==> src/rtl/mct_arb_pkg.sv <==
// rtl/mct_arb_pkg.sv - shared encodings for the memory-controller scheduler
package mct_arb_pkg;

    localparam logic [1:0] CU_BYTE = 2'd0;
    localparam logic [1:0] CU_HALF = 2'd1;
    localparam logic [1:0] CU_WORD = 2'd3;

    typedef enum logic [1:0] {
        IDLE = 2'd0,
        RD   = 2'd1,
        WR   = 2'd2,
        DONE = 2'd3
    } state_t;

    typedef enum logic {
        OWN_IF = 1'b0,
        OWN_MM = 1'b1
    } owner_t;

    // The reserved encoding 2 falls through to a full word.
    function automatic logic [2:0] size_to_nbytes(input logic [1:0] cu);
        case (cu)
            CU_BYTE: size_to_nbytes = 3'd1;
            CU_HALF: size_to_nbytes = 3'd2;
            default: size_to_nbytes = 3'd4;
        endcase
    endfunction

endpackage

==> src/rtl/mct_arb.sv <==
// rtl/mct_arb.sv - IF/MEM arbiter serialising accesses onto a byte-wide RAM
module mct_arb
    import mct_arb_pkg::*;
#(
    parameter int ADDR_W = 17
) (
    input  logic              clk,
    input  logic              rst,
    input  logic              if_e,
    input  logic [31:0]       if_a,
    output logic              if_ok,
    output logic [31:0]       if_n_o,
    input  logic              mm_mct_e,
    input  logic              mm_mct_wr,
    input  logic [1:0]        mm_mct_cu,
    input  logic [31:0]       mm_mct_a,
    input  logic [31:0]       mm_mct_n_i,
    output logic              mm_mct_ok,
    output logic [31:0]       mm_mct_n_o,
    output logic [ADDR_W-1:0] ram_a,
    output logic              ram_wr,
    output logic [7:0]        ram_d_o,
    input  logic [7:0]        ram_d_i
);

    state_t      state, state_d;
    owner_t      owner;
    logic [31:0] base;
    logic [31:0] wdata;
    logic [31:0] data;
    logic [31:0] data_cap;
    logic [31:0] addr_cur;
    logic [2:0]  nbytes;
    logic [2:0]  idx;
    logic [1:0]  lane;
    logic        grant;
    logic        grant_mm;
    logic        capture;
    logic        finish_rd;
    logic        unused_addr;

    assign unused_addr = &{1'b0, addr_cur[31:ADDR_W]};

    always_ff @(posedge clk) begin
        if (!rst) begin
            state <= IDLE;
        end else begin
            state <= state_d;
        end
    end

    always_comb begin
        state_d   = state;
        ram_a     = '0;
        ram_wr    = 1'b0;
        ram_d_o   = 8'd0;
        if_ok     = 1'b0;
        mm_mct_ok = 1'b0;
        grant     = 1'b0;
        grant_mm  = 1'b0;
        capture   = 1'b0;
        finish_rd = 1'b0;
        addr_cur  = base + {29'd0, idx};
        // Read data lags its address by one cycle, so it belongs to lane idx-1.
        lane      = idx[1:0] - 2'd1;
        data_cap  = data;
        data_cap[{lane, 3'b000} +: 8] = ram_d_i;

        case (state)
            IDLE: begin
                if (mm_mct_e) begin
                    grant    = 1'b1;
                    grant_mm = 1'b1;
                    state_d  = mm_mct_wr ? WR : RD;
                end else if (if_e) begin
                    grant   = 1'b1;
                    state_d = RD;
                end
            end
            RD: begin
                if (idx < nbytes) begin
                    ram_a = addr_cur[ADDR_W-1:0];
                end
                if (idx != 3'd0) begin
                    capture = 1'b1;
                end
                if (idx == nbytes) begin
                    finish_rd = 1'b1;
                    state_d   = DONE;
                end
            end
            WR: begin
                ram_wr  = 1'b1;
                ram_a   = addr_cur[ADDR_W-1:0];
                ram_d_o = wdata[{idx[1:0], 3'b000} +: 8];
                if (idx == nbytes - 3'd1) begin
                    state_d = DONE;
                end
            end
            DONE: begin
                if (owner == OWN_MM) begin
                    mm_mct_ok = 1'b1;
                end else begin
                    if_ok = 1'b1;
                end
                state_d = IDLE;
            end
            default: state_d = IDLE;
        endcase
    end

    always_ff @(posedge clk) begin
        if (!rst) begin
            owner      <= OWN_IF;
            base       <= 32'd0;
            wdata      <= 32'd0;
            nbytes     <= 3'd0;
            idx        <= 3'd0;
            data       <= 32'd0;
            if_n_o     <= 32'd0;
            mm_mct_n_o <= 32'd0;
        end else begin
            if (grant) begin
                idx  <= 3'd0;
                data <= 32'd0;
                if (grant_mm) begin
                    owner  <= OWN_MM;
                    base   <= mm_mct_a;
                    nbytes <= size_to_nbytes(mm_mct_cu);
                    wdata  <= mm_mct_n_i;
                end else begin
                    owner  <= OWN_IF;
                    base   <= if_a;
                    nbytes <= 3'd4;
                    wdata  <= 32'd0;
                end
            end else if ((state == RD && idx < nbytes) || state == WR) begin
                idx <= idx + 3'd1;
            end

            if (capture) begin
                data <= data_cap;
            end

            // Results are published only on entry to DONE; stores never touch n_o.
            if (finish_rd) begin
                if (owner == OWN_MM) begin
                    mm_mct_n_o <= data_cap;
                end else begin
                    if_n_o <= data_cap;
                end
            end
        end
    end

endmodule

==> config.mk <==
export PLATFORM = sky130hd
export DESIGN_NAME = mct_arb
export DESIGN_NICKNAME = d
export VERILOG_FILES = /design/src/rtl/mct_arb_pkg.sv /design/src/rtl/mct_arb.sv
export SDC_FILE = /design/constraint.sdc
export NUM_CORES = 1
export LEC_CHECK = 0
export BUFFER_PORTS_ARGS = -buffer_cell sky130_fd_sc_hd__buf_2
export CAP_MARGIN = 25
export CORE_ASPECT_RATIO = 1.4
export CORE_MARGIN = 5
export CORE_UTILIZATION = 35
export CTS_CLUSTER_DIAMETER = 40
export DETAILED_ROUTE_END_ITERATION = 7
export GPL_TIMING_DRIVEN = 0
export PLACE_DENSITY = 0.61
export SLEW_MARGIN = 25
export SYNTH_ARGS = -nofsm -noshare
export SYNTH_HDL_FRONTEND = slang
export SYNTH_SLANG_ARGS = --single-unit
==> constraint.sdc <==
create_clock -name clk -period 4.34 [get_ports clk]
set_clock_uncertainty 0.2 [all_clocks]
set_input_delay 0.434 -clock clk [delete_from_list [all_inputs] [get_ports clk]]
set_output_delay 0.434 -clock clk [all_outputs]
set_load 0.005 [all_outputs]
==> results of run 1 <==
## per-stage QoR
step	setup WS (ns)	hold slack, ns	power, mW	util (%)	std cells
floorplan	1.843	0.2370	2.783	-	750
global placement	1.233	0.2512	3.291	41.24	1174
detailed placement	1.195	0.2518	3.308	41.24	1174
CTS	0.8225	0.003906	4.932	44.43	1204
global route	0.6142	0.004947	5.162	44.43	1204
finish	0.8838	0.02419	4.869	44.43	1204
## final cells by class
cell class | instances | area [um^2]
Sequential cell | 154 | 3083
Timing Repair Buffer | 172 | 860.8
Multi-Input combinational cell | 523 | 3537
Tap cell | 252 | 315.3
Inverter | 15 | 56.30
Buffer | 58 | 267.8
Fill cell | 1960 | 10940
Clock inverter | 11 | 196.4
Clock buffer | 19 | 432.9
## worst max-delay path: stages (launching register included)
cell                       delay (ns)
sky130_fd_sc_hd__dfxtp_1         0.52
sky130_fd_sc_hd__buf_6           0.25
sky130_fd_sc_hd__inv_1           0.14
sky130_fd_sc_hd__ha_1            0.20
sky130_fd_sc_hd__nor2b_1         0.11
sky130_fd_sc_hd__o21ai_0         0.08
sky130_fd_sc_hd__a31oi_1         0.40
sky130_fd_sc_hd__nand2b_1        0.17
sky130_fd_sc_hd__buf_4           0.17
sky130_fd_sc_hd__buf_6           0.15
sky130_fd_sc_hd__nor2_1          0.07
sky130_fd_sc_hd__buf_2           0.13
## cell usage after synthesis, types with 12 or more instances
cell type | n | area share, %
sky130_fd_sc_hd__dfxtp_1 | 154 | 44
sky130_fd_sc_hd__a22o_1 | 33 | 4.2
sky130_fd_sc_hd__and2_1 | 12 | 1.1
sky130_fd_sc_hd__xnor2_1 | 14 | 1.8
sky130_fd_sc_hd__ha_1 | 18 | 3.2
sky130_fd_sc_hd__clkbuf_1 | 28 | 1.5
sky130_fd_sc_hd__nor2b_1 | 61 | 5.5
sky130_fd_sc_hd__nand2_1 | 87 | 4.7
sky130_fd_sc_hd__inv_1 | 14 | 0.76
sky130_fd_sc_hd__a21oi_1 | 60 | 4.3
sky130_fd_sc_hd__buf_2 | 25 | 1.8
sky130_fd_sc_hd__nand3_1 | 43 | 3.1
sky130_fd_sc_hd__o211a_1 | 81 | 12
sky130_fd_sc_hd__nor2_1 | 55 | 3.0
## report_power, final
group / internal [mW] / switching, mW
Clock: 1.02 / 0.591
Combinational: 0.605 / 0.799
Sequential: 1.67 / 0.183
## flip-flops by register name (all words and copies together), names as in the netlist
| name | cells |
|---|---|
| owner | 1 |
| state | 2 |
| if_n_o | 32 |
| mm_mct_n_o | 32 |
| base | 17 |
| data | 32 |
| nbytes | 3 |
| wdata | 32 |
| idx | 3 |
## layer usage
| layer | up-vias | global-route usage (%) | wire, um |
|---|---|---|---|
| met3 | 15 | 3.986 | 934 |
| met2 | 136 | 31.62 | 10610 |
| met1 | 2898 | 21.56 | 8430 |
| li1 | 3028 | - | - |
| met5 | - | 0 | 0 |
| met4 | 0 | 5.648 | 337 |
## layout by cell type (no fill, tap or decap), drive strengths merged, types with 14 or more instances in the layout
master / instances
nor2b: 61
ha: 18
a21oi: 60
dfxtp: 154
inv: 16
nand2: 87
a22o: 33
xnor2: 14
nand3: 43
buf: 202
clkbuf: 47
o211a: 81
nor2: 57
## cells by family (layout without fill, tap and decap cells)
| group | after synthesis | after routing | synth area share (%) |
|---|---|---|---|
| xor+xnor | 19 | 19 | 2.396 |
| mux | 9 | 9 | 2.739 |
| buf+inv | 73 | 275 | 4.667 |
| compound gates | 198 | 198 | 22.54 |
| flops | 154 | 154 | 44.40 |
| simple gates | 278 | 278 | 19.73 |
| fa+ha+maj | 19 | 19 | 3.532 |
## worst max-delay path by stage
| stage | from | end | slack [ns] | cells past startpoint |
|---|---|---|---|---|
| after floorplan | idx[0]$_SDFFE_PP0P_ | ram_a[10] | 1.84 | 10 |
| after detailed placement | idx[1]$_SDFFE_PP0P_ | data[8]$_SDFFE_PN0P_ | 1.20 | 9 |
| after global routing | idx[0]$_SDFFE_PP0P_ | ram_a[2] | 0.61 | 11 |
| after CTS | idx[0]$_SDFFE_PP0P_ | ram_a[2] | 0.82 | 11 |
| after global placement | idx[1]$_SDFFE_PP0P_ | if_n_o[8]$_SDFFE_PN0P_ | 1.23 | 8 |
| final | idx[0]$_SDFFE_PP0P_ | ram_a[2] | 0.88 | 11 |
==> out/results.md, run 1 <==
| Parameter | Value | Unit |
|---|---|---|
| Run status | complete, no violations | - |
| Share of the yosys chip area belonging to registers | 44.40 | % |
| Average footprint of a synthesized cell | 9.259 | um^2 |
| CTS buffer count | 17 | - |
| Hold path cells | 2 | - |
| Terminating pin of the worst hold path | wdata[13]$_SDFFE_PN0P_ | - |
| Crit start category | register | - |
| Dominant synthesized flop cell | sky130_fd_sc_hd__dfxtp_1 | - |
| Worst setup EP type | output pin | - |
| Required time at the endpoint of the critical path | 3.71 | ns |
| Setup repair after global routing missed its margin | false | - |
| Vias | 6077 | - |
| Synthesized net count | 880 | - |
| Depth of the worst register-to-register path | 9 | - |
| Residual overflow from global routing | 0 | - |
| Crit Path Category | register to output pin | - |
| Number of nets in the finished design | 1071 | - |
| Minimum setup slack among reg-to-reg paths | 1.25 | ns |
| Worst voltage drop across the vdd grid | 258.8 | uV |
| Fraction of registers with async set or reset after synthesis | 0 | % |
| Total count of hold-check failures in the final report | 0 | - |
| Core area | 19690 | um^2 |
| Critical path data arrival time | 2.82 | ns |
| Pin count of the biggest net entering global routing | 17 | - |
| Total of buffers placed on input and output ports | 172 | - |
| Setup-failing EPs final | 0 | - |
| Netlist cell types | 44 | - |
| CTS sink count | 154 | - |
| DRC violation total after the first TritonRoute iteration | 264 | - |
| Number of buffers on the longest clock path | 2 | - |
| Worst-margin pin slew | 0.7119 | ns |
| Total power divided by cell area | 556.5 | nW/um^2 |
| DRC Markers | 0 | - |
| Slew HR | 52.54 | % |
| Overall routed net length | 20320 | um |
| Shortest clock period the worst path allows after layout | 3.456 | ns |
| Placed wire-length estimate after detailed placement | 15290 | um |
| Antenna Nets Post-Route | 0 | - |
| # Max-Cap Violations | 0 | - |
| Detailed-router iteration count before antenna repair | 4 | - |
| Number of enable flip-flop cells after synthesis | 0 | - |
| Placement row count | 61 | - |
| Layout-stage area growth over the synthesis result | 26.00 | % |
| Via count of the first global-routing pass | 6042 | - |
| Fmax | 0.2893 | GHz |
| Origin of the worst min-delay path | mm_mct_n_i[13] | - |
| Level count of the clock H-tree | 4 | - |
| Weighted congestion reported at the end of routability-driven placement | 0.8112 | - |
| Total setup buffers inserted after CTS | 0 | - |
| X dimension of the die | 129.0 | um |
| Biggest fanout along the worst timing path | 10 | - |
| Detailed-route vias per instance | 5.047 | - |
| Clk Latency, worst-skew pair | 0.42 | ns |
| Clock transition at the registers of the reported paths | 0.06 | ns |
| Wire length of the first global-routing pass | 32050 | um |
| Area of the die | 22800 | um^2 |
| CTS tree | built | - |
| Synth Register Bits | 154 | - |
| Total track usage | 17.95 | % |
| Final cell area excluding filler cells | 8750 | um^2 |
| Number of instances in the synthesized netlist | 750 | - |
| Reg-to-Reg Start | idx[1]$_SDFFE_PP0P_ | - |
| FF-to-FF End | data[8]$_SDFFE_PN0P_ | - |
| Cell chosen for the clock root | sky130_fd_sc_hd__clkbuf_16 | - |
| Number of antenna violations at the first check in global routing | 0 | - |
| Worst Hold Class | input pin to register | - |
| Yosys Warn Count | 0 | - |
| Average wire per standard cell | 16.87 | um |
| Share of post-route cells with drive strength above 1 | 25.63 | % |
| Final Slew Violations | 0 | - |
| Number of buffers added to fix hold violations after cts | 0 | - |
| Total of cells resized after clock tree synthesis | 0 | - |
| Final-layout setup total negative slack | 0 | ns |
| Leakage power of the design | 4.624 | nW |
| Area of the mapped netlist | 6944 | um^2 |
| IO Count | 203 | - |
| Placed cell areas | 8120 | um^2 |
| Die boundary height | 176.7 | um |
| Period utilisation layout | 79.64 | % |
| Initial Utilization | 35.26 | % |
| Count of antenna diodes in the layout | 0 | - |
Power figures use the tool's default switching activity.
==> inputs of run 2 (changes only) <==
ABC_AREA = 1   (was unset)
PLACE_DENSITY = 0.6   (was 0.61)
clock period = 3.2 ns   (was 4.34 ns; I/O delays follow)
==> out/results.md, run 2 <==
| Parameter | Value | Unit | vs previous |
|---|---|---|---|
| Most common cell after layout, fill and taps aside | sky130_fd_sc_hd__buf_2 | - |  |
| Crit Path Category | register to register | - |  |
| # Max-Cap Violations | 0 | - | unchanged |
| IO Count | 203 | - | unchanged |
| Setup-failing EPs final | 0 | - | unchanged |
| Setup repair after global routing missed its margin | false | - |  |
| Area taken by flip-flops and latches | 3084 | um^2 | about the same |
| Average footprint of a synthesized cell | 7.485 | um^2 | -19% |
| Required time at the endpoint of the critical path | 3.35 | ns | -0.36 ns |
| Commonest cells after routing, fill and taps aside | sky130_fd_sc_hd__buf_2 (184), sky130_fd_sc_hd__nor2_1 (183), sky130_fd_sc_hd__dfxtp_1 (153), sky130_fd_sc_hd__o21ai_0 (122), sky130_fd_sc_hd__nand2_1 (115) | - |  |
| Cells taking the most area after synthesis | sky130_fd_sc_hd__dfxtp_1 (43%), sky130_fd_sc_hd__nor2_1 (9.5%), sky130_fd_sc_hd__o21ai_0 (8.5%), sky130_fd_sc_hd__nand2_1 (6.0%), sky130_fd_sc_hd__inv_1 (4.6%) | - |  |
| Number of instances in the synthesized netlist | 965 | - | +29% |
| Clk Latency, worst-skew pair | 0.42 | ns | about the same |
| Clock transition at the registers of the reported paths | 0.07 | ns | about the same |
| Area of the mapped netlist | 7223 | um^2 | +4.0% |
| Dominant synthesized flop cell | sky130_fd_sc_hd__dfxtp_1 | - |  |
| Total of buffers placed on input and output ports | 172 | - | unchanged |
| Vias | 7279 | - | +20% |
| Cell chosen for the clock root | sky130_fd_sc_hd__clkbuf_16 | - |  |
| Wire length of the first global-routing pass | 37320 | um | +16% |
| Run status | complete, no violations | - |  |
| Worst-margin pin slew | 0.7064 | ns | -0.005479 ns |
| Share of the synthesized area in the top cell type | 42.68 | % | -1.7 points |
| Netlist cell types | 41 | - | -6.8% |
| Core area | 20400 | um^2 | +3.6% |
| Share of the yosys chip area belonging to registers | 42.68 | % | -1.7 points |
| Final Slew Violations | 0 | - | unchanged |
| Number of nets in the finished design | 1325 | - | +24% |
| Fill cell total of the finished layout | 2111 | - | +7.7% |
| Final Worst Setup Slack | 0.2392 | ns | -0.6446 ns |
| Slew HR | 52.91 | % | +0.37 points |
| X dimension of the die | 131.4 | um | +1.8% |
| Worst voltage drop across the vdd grid | 410.7 | uV | +59% |
| Top-count cell post-synth | sky130_fd_sc_hd__nor2_1 | - |  |
| Critical Path Slowest Stage Cell | sky130_fd_sc_hd__dfxtp_1 | - |  |
| Cell taking the most area after synthesis | sky130_fd_sc_hd__dfxtp_1 | - |  |
| DRC violation total after the first TritonRoute iteration | 320 | - | +21% |
| Leakage power of the design | 4.021 | nW | -13% |
| Detailed-route vias per instance | 4.972 | - | -1.5% |
| Worst setup EP type | register | - |  |
| Layout-stage area growth over the synthesis result | 30.31 | % |  |
| Worst Hold Class | input pin to register | - |  |
| Weighted congestion reported at the end of routability-driven placement | 0.8749 | - | +7.9% |
| Shortest clock period the worst path allows after layout | 2.961 | ns |  |
| Leading cell types by count after synthesis | sky130_fd_sc_hd__nor2_1 (183), sky130_fd_sc_hd__dfxtp_1 (154), sky130_fd_sc_hd__o21ai_0 (122) | - |  |
| Yosys Warn Count | 0 | - | unchanged |
| Detailed-router iteration count before antenna repair | 5 | - | +1 |
| Area of the die | 23650 | um^2 | +3.7% |
| Share of post-route cells with drive strength above 1 | 24.17 | % | -1.5 points |
| Synthesized net count | 1095 | - | +24% |
| Critical path data arrival time | 3.11 | ns | +0.29 ns |
| Average wire per standard cell | 15.96 | um | -5.4% |
| Total track usage | 19.29 | % | +1.3 points |
| Cells traversed along the worst timing path | buf_4, clkinv_1, ha_1, nor2_1, nand3_2, o22ai_1, nand2_1, a21oi_1 | - |  |
| Period utilisation layout | 92.53 | % |  |
| Count of antenna diodes in the layout | 0 | - | unchanged |
| Total power divided by cell area | 733.4 | nW/um^2 | +32% |
| Worst slack, placed | 0.3252 | ns | -0.8700 ns |
| Placed wire-length estimate after detailed placement | 17400 | um | +14% |
| Top delay family on crit path | buffers and inverters | - |  |
| Crit start category | register | - |  |
| DRC Markers | 0 | - | unchanged |
| Initial Utilization | 35.40 | % | +0.14 points |
| Total count of hold-check failures in the final report | 0 | - | unchanged |
| Final-layout setup total negative slack | 0 | ns | unchanged |
| CTS tree | built | - |  |
| Number of enable flip-flop cells after synthesis | 0 | - | unchanged |
| Fmax | 0.3377 | GHz |  |
| Die boundary height | 180.0 | um | +1.9% |
| Via count of the first global-routing pass | 7234 | - | +20% |
| Residual overflow from global routing | 0 | - | unchanged |
| Antenna Nets Post-Route | 0 | - | unchanged |
| Level count of the clock H-tree | 4 | - | unchanged |
| Number of buffers on the longest clock path | 2 | - | unchanged |
| Total setup buffers inserted after CTS | 0 | - | unchanged |
| Placement row count | 62 | - | +1.6% |
| Overall routed net length | 23360 | um | +15% |
| Number of antenna violations at the first check in global routing | 0 | - | unchanged |
| CTS buffer count | 17 | - | unchanged |
| Pin count of the biggest net entering global routing | 17 | - | unchanged |
| CTS sink count | 154 | - | unchanged |
| Biggest fanout along the worst timing path | 11 | - | +1 |
| Footprint of the multi-input gates | 3418 | um^2 | -3.4% |
| Synth Register Bits | 154 | - | unchanged |
| Fraction of registers with async set or reset after synthesis | 0 | % | unchanged |
| Buffer and inverter count on the worst path | 2 | - | -3 |
| Slowest Stage Delay on Critical Path | 0.57 | ns | +0.05 ns |
==> run 2: final timing paths <==
path / from / to / slack [ns] / depth (start not counted)
max: idx[1]$_SDFFE_PP0P_ / data[16]$_SDFFE_PN0P_ / 0.24 / 8
min: mm_mct_a[5] / base[5]$_SDFFE_PN0P_ / 0.02 / 3
min reg2reg: wdata[28]$_SDFFE_PN0P_ / wdata[28]$_SDFFE_PN0P_ / 0.26 / 1
max reg2reg: idx[1]$_SDFFE_PP0P_ / data[16]$_SDFFE_PN0P_ / 0.24 / 8
==> run 2: worst reg2reg max path: stages, from the launching register on <==
cell and delay [ns]:
sky130_fd_sc_hd__dfxtp_1 0.57, sky130_fd_sc_hd__buf_4 0.26, sky130_fd_sc_hd__clkinv_1 0.34, sky130_fd_sc_hd__ha_1 0.53, sky130_fd_sc_hd__nor2_1 0.16, sky130_fd_sc_hd__nand3_2 0.21, sky130_fd_sc_hd__o22ai_1 0.39, sky130_fd_sc_hd__nand2_1 0.10
sky130_fd_sc_hd__a21oi_1 0.14
==> run 2: report_power, final <==
group	leakage, nW	switching (mW)	internal [mW]
combinational	2.47	1.40	0.846
sequential	1.25	0.240	2.30
clock	0.292	0.832	1.28
total	4.02	2.48	4.43
==> run 2: kinds of logic after synthesis <==
family / after synthesis / share of synthesized area, %
compound gates: 260 / 21.29
xor+xnor: 2 / 0.2426
fa+ha+maj: 19 / 3.395
buf+inv: 156 / 9.995
flops: 154 / 42.68
simple gates: 374 / 22.40
==> run 2: what timing repair did <==
action	CTS	global route
hold buffers	39	0
endpoints found under the hold margin	40	0
setup endpoints to repair	0	4
resized for setup	0	1
==> run 2: layout make-up <==
| cell class | instances | area share (%) |
|---|---|---|
| Buffer | 60 | 3.762 |
| Clock buffer | 21 | 4.892 |
| Clock inverter | 11 | 1.662 |
| Inverter | 96 | 3.908 |
| Multi-Input combinational cell | 655 | 36.32 |
| Sequential cell | 154 | 32.77 |
| Tap cell | 256 | 3.403 |
| Timing Repair Buffer | 211 | 13.29 |
==> run 2: per-layer routing <==
metal  global-route usage, %  vias up  share of wire, %
li1                        -     3652                 -
met2                   34.48      214                51
met4                   9.222        0               3.8
met3                   3.719       57               4.5
met1                   21.87     3356                41
met5                       0        -                 0
==> run 2: through the flow <==
stage / instance area (um^2) / power [mW] / hold slack, ns / utilization (%) / std cells
floorplan: 7223 / 3.983 / 0.2338 / - / 965
global placement: 8404 / 4.786 / 0.2419 / 41.19 / 1393
detailed placement: 8404 / 4.804 / 0.2494 / 41.19 / 1393
CTS: 9412 / 6.978 / 0.004548 / 46.13 / 1464
global route: 9413 / 7.351 / 0.01923 / 46.14 / 1464
finish: 9413 / 6.904 / 0.01521 / 46.14 / 1464
